### src/rtl/pipeline_ctrl.sv
// -----------------------------------------------------------------------------
// pipeline_ctrl
//   Hazard/flush/debug controller for a classic 5-stage pipeline. Produces the
//   per-stage register write enables, the IF/ID flush and the ID/EX bubble, and
//   runs a small debug state machine (HALT / RUN / STEP / MEM_WAIT).
//   All control outputs are combinational from the current state and inputs.
//
// Optional feature:
//   PIPE_CTRL_PERF_EN  -- when defined, adds saturating stall and flush
//                         counters; when undefined both counter outputs are 0.
//
// Ports:
//   i_clock        rising-edge clock
//   i_reset        asynchronous active-low reset
//   i_hazard       load-use hazard from decode
//   i_branch_taken EX-stage redirect
//   i_mem_req      MEM stage is accessing data memory
//   i_mem_ready    data memory completes the access this cycle
//   i_halt_instr   halt instruction in WB
//   i_dbg_run      debug run command (pulse, honoured only in HALT)
//   i_dbg_step     debug single-step command (pulse, honoured only in HALT)
//   o_pc_we, o_ifid_we, o_exmem_we, o_memwb_we  stage register write enables
//   o_ifid_flush   clear IF/ID to NOP
//   o_idex_bubble  load NOP into ID/EX
//   o_halted       controller is in HALT
//   o_stall_cnt    cycles (outside HALT) in which the PC was held
//   o_flush_cnt    cycles in which IF/ID was flushed
// -----------------------------------------------------------------------------
module pipeline_ctrl #(
  parameter int NB_CNT = 16
) (
  input  logic              i_clock,
  input  logic              i_reset,
  input  logic              i_hazard,
  input  logic              i_branch_taken,
  input  logic              i_mem_req,
  input  logic              i_mem_ready,
  input  logic              i_halt_instr,
  input  logic              i_dbg_run,
  input  logic              i_dbg_step,
  output logic              o_pc_we,
  output logic              o_ifid_we,
  output logic              o_exmem_we,
  output logic              o_memwb_we,
  output logic              o_ifid_flush,
  output logic              o_idex_bubble,
  output logic              o_halted,
  output logic [NB_CNT-1:0] o_stall_cnt,
  output logic [NB_CNT-1:0] o_flush_cnt
);

  typedef enum logic [1:0] {
    ST_HALT     = 2'd0,
    ST_RUN      = 2'd1,
    ST_STEP     = 2'd2,
    ST_MEM_WAIT = 2'd3
  } state_t;

  state_t state_reg, state_next;
  logic   step_pending_reg, step_pending_next;
  logic   issue; // pipeline is allowed to move this cycle (branch/hazard/advance rules apply)

  // State register
  always_ff @(posedge i_clock or negedge i_reset) begin
    if (!i_reset) begin
      state_reg        <= ST_HALT;
      step_pending_reg <= 1'b0;
    end else begin
      state_reg        <= state_next;
      step_pending_reg <= step_pending_next;
    end
  end

  // Next-state and Mealy outputs
  always_comb begin
    state_next        = state_reg;
    step_pending_next = step_pending_reg;
    issue             = 1'b0;
    o_pc_we           = 1'b0;
    o_ifid_we         = 1'b0;
    o_exmem_we        = 1'b0;
    o_memwb_we        = 1'b0;
    o_ifid_flush      = 1'b0;
    o_idex_bubble     = 1'b0;
    o_halted          = (state_reg == ST_HALT);

    case (state_reg)
      ST_HALT: begin
        // run wins when both commands arrive together
        if (i_dbg_run)       state_next = ST_RUN;
        else if (i_dbg_step) state_next = ST_STEP;
      end
      ST_RUN, ST_STEP: begin
        if (i_mem_req && !i_mem_ready) begin
          // Freeze everything; remember whether we owe a return to HALT
          state_next        = ST_MEM_WAIT;
          step_pending_next = (state_reg == ST_STEP);
        end else begin
          issue      = 1'b1;
          state_next = (state_reg == ST_STEP) ? ST_HALT : ST_RUN;
        end
      end
      ST_MEM_WAIT: begin
        // branch/hazard are held off until the access completes
        if (i_mem_ready) begin
          issue             = 1'b1;
          state_next        = step_pending_reg ? ST_HALT : ST_RUN;
          step_pending_next = 1'b0;
        end
      end
      default: state_next = ST_HALT;
    endcase

    if (issue) begin
      if (i_branch_taken) begin
        // Redirect squashes both the fetched and decoded instruction;
        // a coincident hazard refers to a squashed instruction, so ignore it.
        o_pc_we       = 1'b1;
        o_ifid_we     = 1'b1;
        o_exmem_we    = 1'b1;
        o_memwb_we    = 1'b1;
        o_ifid_flush  = 1'b1;
        o_idex_bubble = 1'b1;
      end else if (i_hazard) begin
        // Hold front end, insert bubble, let the back end drain
        o_exmem_we    = 1'b1;
        o_memwb_we    = 1'b1;
        o_idex_bubble = 1'b1;
      end else begin
        o_pc_we    = 1'b1;
        o_ifid_we  = 1'b1;
        o_exmem_we = 1'b1;
        o_memwb_we = 1'b1;
      end
      // MEM/WB always moves on an issue cycle, so the halt instruction is
      // retired here and takes priority over the normal return state.
      if (i_halt_instr) state_next = ST_HALT;
    end
  end

`ifdef PIPE_CTRL_PERF_EN
  logic [NB_CNT-1:0] stall_cnt_reg, flush_cnt_reg;

  always_ff @(posedge i_clock or negedge i_reset) begin
    if (!i_reset) begin
      stall_cnt_reg <= '0;
      flush_cnt_reg <= '0;
    end else begin
      if ((state_reg != ST_HALT) && !o_pc_we && (stall_cnt_reg != '1))
        stall_cnt_reg <= stall_cnt_reg + 1'b1;
      if (o_ifid_flush && (flush_cnt_reg != '1))
        flush_cnt_reg <= flush_cnt_reg + 1'b1;
    end
  end

  assign o_stall_cnt = stall_cnt_reg;
  assign o_flush_cnt = flush_cnt_reg;
`else
  assign o_stall_cnt = '0;
  assign o_flush_cnt = '0;
`endif

endmodule

### config.mk
export PLATFORM = sky130hd
export DESIGN_NAME = pipeline_ctrl
export DESIGN_NICKNAME = d
export VERILOG_FILES = /design/src/rtl/pipeline_ctrl.sv
export SDC_FILE = /design/constraint.sdc
export NUM_CORES = 1
export LEC_CHECK = 0
export BUFFER_PORTS_ARGS = -buffer_cell sky130_fd_sc_hd__buf_4
export CORE_MARGIN = 4
export CORE_UTILIZATION = 34
export CTS_BUF_LIST = sky130_fd_sc_hd__clkbuf_4 sky130_fd_sc_hd__clkbuf_8 sky130_fd_sc_hd__clkbuf_16
export DETAILED_ROUTE_END_ITERATION = 12
export PLACE_DENSITY_LB_ADDON = 0.15
export SLEW_MARGIN = 20
export SYNTH_ARGS = -nofsm -noshare
export SYNTH_HDL_FRONTEND = slang
export SYNTH_SLANG_ARGS = --single-unit
### constraint.sdc
create_clock -name i_clock -period 1.4 [get_ports i_clock]
set_input_delay 0.28 -clock i_clock [delete_from_list [all_inputs] [get_ports i_clock]]
set_output_delay 0.28 -clock i_clock [all_outputs]
set_load 0.03 [all_outputs]
==> flow_summary.toml <==
[placed_design]
hpwl_um = 950
placed_cells = 106
gp_congestion = 0.721
io_buffers = 15

[die]
io_pins = 48
die-area_sq_um = 2440
die_h_um = 49.4
initial_core_util = 0.374
rows = 14
core-area_sq_um = 1560
fp.dieW_um = 49.4

[power]
max-vdd-ir-drop_uv = 984
p_seq_frac = 0.083
leakage_nw = 0.436
clkPwrFrac = 0.079
p_int_mw = 1.12
p_comb_frac = 0.839
switching_share = 0.477
power_density_nw_per_um2 = 2630
p_sw_mw = 1.02

[timing]
finalSetupTns_ps = -2360
hold_viol = 0
setup_viol = 10
whs_ps = 373
rsz0062_at_grt = "true"
fmax_mhz = 567
fin_crit_sh = 1.26
skew_ps = 0.0401
min_period_ps = 1760
fin_ws_ps = -363
drv_slew = 0

[grt]
antenna_found_initial = 0
grt_pass1_vias = 375
grt_max_degree = 9
grt_usage = 0.0837
grt_pass1_wl_um = 1610
grt.overflow.total = 0

[drt]
wl_um = 1210
vias = 463
final_antenna_net_count = 0
drc = 0
drt_iter0_markers = 4
post_drt_wl_per_cell_um = 10.2
avgViaCountPerCell = 3.92
firstDrtPassIters = 4

[synth]
synth.area.mux_share = 0.0193
synth_top_family_by_area = "buffers and inverters"
synth_simple_gate_area_frac = 0.157
yosysUniqueCellTypes = 25
yosys.area_share.adder = 0.0858
synth_xor_area_frac = 0
syn_inst = 71
synth-seq-cells = 3
synth_seq_area_share = 0.129
synth_compound_area_frac = 0.137
ys_warn_count = 0
mappedNetlistArea_sq_um = 583
syn_area_per_cell_sq_um = 8.21

[cells_and_area]
diodes = 0
fin_cells = 118
largest_reg_flops = 2
fin_util = 0.521
drive_gt1_frac = 0.480
area.growth.synth_to_final_pct = 39.3
num-nets-final = 116

[worst_setup_path]
worst-setup-path-type = "flip-flop to output pin"
arrival_ps = 1480
required_ps = 1120
critPathCaptureType = "output pin"
worst-path-max-fanout = 5
cp-start-kind = "flip-flop"

[clock_network]
cts-buffers-inserted = 3
cts_num_sinks = 3
clk_latency_ps = 230
clockRootBuffer = "clkbuf_4"
cts.path.max_buffers = 2
path_clk_slew_ps = 40
htreeDepth = 1
tritoncts = "yes"

[run_status]
violations = "negative setup slack"
outcome = "finished with violations"

[hold_path]
hp-class = "primary input to async pin"

[run]
maxCapViolCount = 0
==> path summary, 6_finish.rpt <==
path | startpoint | endpoint | slack (ps) | cells after the start
hold reg to reg | step_pending_reg | step_pending_reg | 480 | 1
hold / removal | i_reset | state_reg[1] | 370 | 2
max in group asynchronous | i_reset | state_reg[0] | 940 | 2
setup reg to reg | state_reg[1] | state_reg[0] | -210 | 8
min in group i_clock | i_halt_instr | state_reg[1] | 420 | 3
setup / recovery | state_reg[1] | o_ifid_flush | -360 | 5
==> power by group through the flow <==
stage               Combinational (mW)  Clock (mW)  Sequential (mW)
floorplan                         1.17           0            0.168
global placement                  1.48           0            0.171
detailed placement                1.48           0            0.172
CTS                               1.71       0.178            0.177
global route                      1.89       0.190            0.183
finish                            1.79       0.168            0.176
==> through the flow <==
step / worst slack, ps / total power, mW / cell area [sq um]
after floorplan: -279 / 1.33 / 754
after detailed placement: -160 / 1.65 / 681
after global placement: -143 / 1.65 / 681
final: -363 / 2.13 / 812
after CTS: -375 / 2.06 / 776
after global routing: -443 / 2.26 / 812
==> what timing repair did <==
item                                    CTS  global route
endpoints found under the setup margin    9            10
hold endpoints to repair                  3             0
hold buffers                              1             0
gates resized for setup                   9             3
pin swaps                                 4             3
setup buffers                             4             3
==> cell families after synthesis <==
family | count (synthesis)
buffers and inverters | 38
AND/OR/NAND/NOR | 15
AO/OA/AOI/OAI | 9
adder cells (fa/ha/maj) | 4
multiplexers | 1
flip-flops | 3
other | 1
==> metal layers <==
layer  wire length (um)  track usage
met2                612        0.136
met1                497        0.105
met5                  0            0
met4                  0       0.0553
met3                 97      0.00612
==> layout by cell type (no fill, tap or decap), types with 2 or more instances in the layout <==
cell type,instances
buf_4,24
buf_6,6
clkbuf_4,4
conb_1,32
dfrtp_1,3
ha_1,2
inv_2,3
nand2b_1,2
nor2_1,2
nor2b_1,3
==> cells in the mapped netlist (all sizes together) <==
library cell / count / share of area
nor2b: 3 / 0.032
nand2: 2 / 0.013
a22oi: 1 / 0.013
nor3: 2 / 0.017
o22ai: 1 / 0.011
o211ai: 1 / 0.013
o21a: 1 / 0.013
a221oi: 1 / 0.026
o32ai: 1 / 0.015
nand2b: 3 / 0.045
nor2: 3 / 0.019
mux2: 1 / 0.019
a311oi: 1 / 0.015
a21boi: 1 / 0.019
and4b: 1 / 0.017
conb: 1 / 0.0064
buf: 35 / 0.45
inv: 3 / 0.019
a211oi: 1 / 0.013
ha: 4 / 0.086
dfrtp: 3 / 0.13
nor3b: 1 / 0.013
==> critical path: stages, from the launching register on <==
cell	delay (ps)
dfrtp_1	420
ha_2	200
nand2_2	70
a21boi_4	300
nor3b_2	90
buf_4	170
==> cell type report <==
class                           instances  area, sq um
Timing Repair Buffer                   31          258
Inverter                                3         11.3
Tap cell                               16         20.0
Multi-Input combinational cell         61          418
Clock buffer                            4         30.0
Fill cell                             138          747
Sequential cell                         3         75.1
No activity file was read; power rests on OpenSTA's default activity.
